--- src/rtl/input_conditioner_stage.sv ---
// Two-flop synchronizer plus debounce FSM for one raw external input; emits a clean
// registered level and single-cycle rise/fall pulses for the downstream Moore logic.
module input_conditioner_stage #(
    parameter int unsigned DEBOUNCE_CYCLES = 4,
    parameter int unsigned CNT_W           = 3
) (
    input  logic inputClk,
    input  logic inputR,
    input  logic inputX,
    output logic outputX,
    output logic outputRise,
    output logic outputFall
);

    typedef enum logic [1:0] {
        LOW     = 2'd0,
        RISING  = 2'd1,
        HIGH    = 2'd2,
        FALLING = 2'd3
    } state_t;

    localparam logic [CNT_W-1:0] CNT_LAST = CNT_W'(DEBOUNCE_CYCLES - 1);

    logic             sync1;
    logic             sync2;
    state_t           state;
    state_t           state_n;
    logic [CNT_W-1:0] cnt;
    logic [CNT_W-1:0] cnt_n;
    logic             x_n;
    logic             rise_n;
    logic             fall_n;

    always_ff @(posedge inputClk) begin
        if (!inputR) begin
            sync1      <= 1'b0;
            sync2      <= 1'b0;
            state      <= LOW;
            cnt        <= '0;
            outputX    <= 1'b0;
            outputRise <= 1'b0;
            outputFall <= 1'b0;
        end else begin
            sync1      <= inputX;
            sync2      <= sync1;
            state      <= state_n;
            cnt        <= cnt_n;
            outputX    <= x_n;
            outputRise <= rise_n;
            outputFall <= fall_n;
        end
    end

    // Counter is cleared on every state change and saturates at CNT_LAST, so it never wraps.
    always_comb begin
        state_n = state;
        cnt_n   = cnt;
        x_n     = outputX;
        rise_n  = 1'b0;
        fall_n  = 1'b0;
        case (state)
            LOW: begin
                if (sync2) begin
                    state_n = RISING;
                    cnt_n   = '0;
                end
            end
            RISING: begin
                if (!sync2) begin
                    state_n = LOW;
                    cnt_n   = '0;
                end else if (cnt == CNT_LAST) begin
                    state_n = HIGH;
                    cnt_n   = '0;
                    x_n     = 1'b1;
                    rise_n  = 1'b1;
                end else begin
                    cnt_n = cnt + CNT_W'(1);
                end
            end
            HIGH: begin
                if (!sync2) begin
                    state_n = FALLING;
                    cnt_n   = '0;
                end
            end
            FALLING: begin
                if (sync2) begin
                    state_n = HIGH;
                    cnt_n   = '0;
                end else if (cnt == CNT_LAST) begin
                    state_n = LOW;
                    cnt_n   = '0;
                    x_n     = 1'b0;
                    fall_n  = 1'b1;
                end else begin
                    cnt_n = cnt + CNT_W'(1);
                end
            end
            default: begin
                state_n = LOW;
                cnt_n   = '0;
            end
        endcase
    end

endmodule

--- config.mk ---
export PLATFORM = sky130hd
export DESIGN_NAME = input_conditioner_stage
export DESIGN_NICKNAME = d
export VERILOG_FILES = /design/src/rtl/input_conditioner_stage.sv
export SDC_FILE = /design/constraint.sdc
export NUM_CORES = 1
export LEC_CHECK = 0
export CAP_MARGIN = 40
export CORE_AREA = 3 3 40 42
export CTS_BUF_LIST = sky130_fd_sc_hd__clkbuf_2
export CTS_CLUSTER_SIZE = 16
export DETAILED_ROUTE_END_ITERATION = 10
export DIE_AREA = 0 0 43 45
export PLACE_DENSITY_LB_ADDON = 0.2
export SLEW_MARGIN = 15
export SYNTH_ARGS = -nofsm -noshare
export SYNTH_HDL_FRONTEND = slang
export SYNTH_SLANG_ARGS = --single-unit
--- constraint.sdc ---
create_clock -name inputClk -period 2.8 [get_ports inputClk]
set_input_delay 0.28 -clock inputClk [delete_from_list [all_inputs] [get_ports inputClk]]
set_output_delay 0.28 -clock inputClk [all_outputs]
set_load 0.01 [all_outputs]
==> metrics.md <==
| Metric | Value |
|---|---|
| CP Cell Sequence | `clkdlybuf4s50_1` |
| Port-buffer cells | `5` |
| Final nets | `between 50 and 60` |
| Avg Inst Size Synth | `slightly above 10 um2` |
| Leak | `roughly 0.18 nW` |
| First-pass GRT wire length | `1120 um` |
| Gr usage total | `between 8 and 9%` |
| Setup CP Type | `register to primary output` |
| Clock latency reported for the late side of the worst-skew pair | `~0.26 ns` |
| Top cell type's share of synthesized area | `roughly half` |
| Filler cell count | `about 130` |
| Seq cells post-synth | `10` |
| Layout cell share with drive strength beyond 1 | `between 8 and 9%` |
| RD Place Congestion | `about 0.76` |
| Slew Limit Fails | `0` |
| Register area share after synthesis | `roughly half` |
| CTS tree | `yes` |
| Via count of the routed design | `between 300 and 400` |
| RSZ-0062 raised after global routing | `no` |
| CP bufs+invs | `1` |
| Pin slew with the least headroom to its limit | `between 0.4 and 0.5 ns` |
| Period minus WS final | `~1.4 ns` |
| Worst Path Max Fanout | `3` |
| Synth Warn # | `0` |
| Clock Tree Buf Depth | `2` |
| Cell Count, Final, Fillers Out | `62` |
| Height of the die | `approximately 45 um` |
| Final hold viol count | `0` |
| Slowest CP cell | `clkdlybuf4s50_1` |
| Drt via density | `between 4 and 5` |
| Sink Count | `10` |
| Ports | `6` |
| PD cells | `around 520 nW/um2` |
| Resized cells post-CTS | `0` |
| Starting DRC count in detailed routing | `8` |
| Required time worst endpoint | `between 2 and 3 ns` |
| CP endpoint kind | `primary output` |
| Vias in the first global route | `between 200 and 300` |
| Final total power | `between 200 and 250 uW` |
| Crit path max-delay family | `buffers and inverters` |
| H-tree depth | `1` |
| Hold_ws | `around 0.46 ns` |
| Width of the die | `43 um` |
| Drt total wl | `between 600 and 700 um` |
| Post-synth top area cell | `dfxtp_1` |
| Grt ovf | `0` |
| TritonCTS Buffers | `3` |
| Slew HR | `roughly 73%` |
| Post-CTS Setup Bufs | `0` |
| Finish-stage setup viols | `0` |
| CP peak stage delay | `~0.54 ns` |
| Synth cell types | `19` |
| Post-DRT Antenna Nets | `0` |
| Reg clk slew, reported paths | `about 0.10 ns` |
| Core box area | `~1300 um2` |
| Commonest non-fill, non-tap cell in the layout | `dfxtp_1` |
| Largest net degree at the start of global routing | `11` |
| Area growth syn-to-layout | `22.4%` |
| Max VDD drop | `between 0.2 and 0.3 mV` |
| Die ar. | `about 1900 um2` |
| Hold Crit Class | `register to register` |
| Placement row count | `13` |
| Max cap viols | `0` |
| Status | `finished, final reports clean` |
| Placed cell count | `just under 60` |
| Post-DP Area | `between 400 and 500 um2` |
| Synth area leaders | `dfxtp_1 (51%), or3b_1 (4.5%), a21boi_1 (3.8%)` |
| Ant. Diodes | `0` |
| Initial Utilization | `between 30% and 40%` |
| # DRC | `0` |
| Net count after synthesis | `42` |
| Synth Instances | `38` |
| Period utilization | `roughly 51%` |
| CTS Root Buffer Type | `clkbuf_2` |
| Crit path DAT | `about 1.2 ns` |
| Post-route cell area | `~480 um2` |
| Initial antenna violation count | `0` |
| Most frequent cells in the layout | `dfxtp_1 (10), clkdlybuf4s50_1 (5), nand2_1 (4), clkbuf_2 (3)` |
| Fmax | `a little under 700 MHz` |
| TritonRoute pass-1 iters | `4` |
| Setup TNS | `0 ns` |
| Per-cell routed wire length | `between 10 and 15 um` |
| CTS Hold Bufs | `0` |
| Layout Skew | `0.000276 ns` |
| Startpoint Class | `register` |
| Synthesized cell area | `between 300 and 400 um2` |
kinds of logic (layout without fill, tap and decap cells):
group	count (synthesis)	count (layout)	share of synthesized area, %
buffers and inverters	0	9	0
and+or+nand+nor	19	19	31.7
AOI/OAI and AO/OA	7	7	11.5
xor gates and xnor gates	1	1	2.24
DFF	10	10	51.3
adders and majority gates	1	1	3.20
worst reg2reg max path, cell delays in order, from the launching register on:
cell and delay [ns]:
dfxtp_1 0.43, xor2_1 0.18, or3b_1 0.41, a21boi_1 0.14
area by class of cell:
cell class	count	area (um2)	share of cell area [%]
well taps	15	18.8	3.93
flip-flops and latches	10	200	41.9
repair buffers	5	50.0	10.5
clock buffers	3	15.0	3.14
clock inverters	1	3.75	0.785
multi-input cells	28	190	39.8
per-layer routing:
layer	wire [um]	GRT usage, %	part of all wire [%]
met4	40	12.7	6.2
met2	243	10.2	38
met5	0	0	0
met1	319	9.73	49
met3	40	3.59	6.2
registers in the layout, indices dropped and copies added, names as in the netlist, named ones only:
name / count
cnt: 3
outputFall: 1
outputRise: 1
outputX: 1
state: 1
sync1: 1
sync2: 1
report_power, final:
group          switching [mW]  internal (mW)  total [mW]
combinational         0.00668         0.0104      0.0171
clock                  0.0500         0.0310      0.0810
sequential            0.00358          0.146       0.150
total                  0.0602          0.188       0.248
metrics by stage:
stage                     setup slack [ns]  util (%)
after floorplan                       1.71         -
after global routing                  1.30      37.2
after CTS                             1.34      37.2
final                                 1.36      37.2
after detailed placement              1.50      35.7
after global placement                1.54      35.7
synth_stat cells:
cell type / number
dfxtp_1: 10
nand2_1: 4
a21boi_1: 2
a21oi_1: 2
and2_1: 2
nand2b_1: 2
nand3b_1: 2
nor3b_1: 2
or3b_1: 2
a21boi_0: 1
and3_1: 1
and3b_1: 1
ha_1: 1
nand4_1: 1
nand4b_1: 1
o211ai_1: 1
o21ai_0: 1
or2_2: 1
xor2_1: 1
final timing paths:
path,slack (ns),from,cells after the start,to
max,1.36,outputX$_SDFFE_PN0P_,1,outputX
min,0.46,sync1$_SDFF_PN0_,1,sync2$_SDFF_PN0_
max reg2reg,1.57,sync2$_SDFF_PN0_,3,cnt[1]$_SDFFE_PN0P_
min reg2reg,0.46,sync1$_SDFF_PN0_,1,sync2$_SDFF_PN0_
Note: power is estimated with default switching activity, not from simulation.
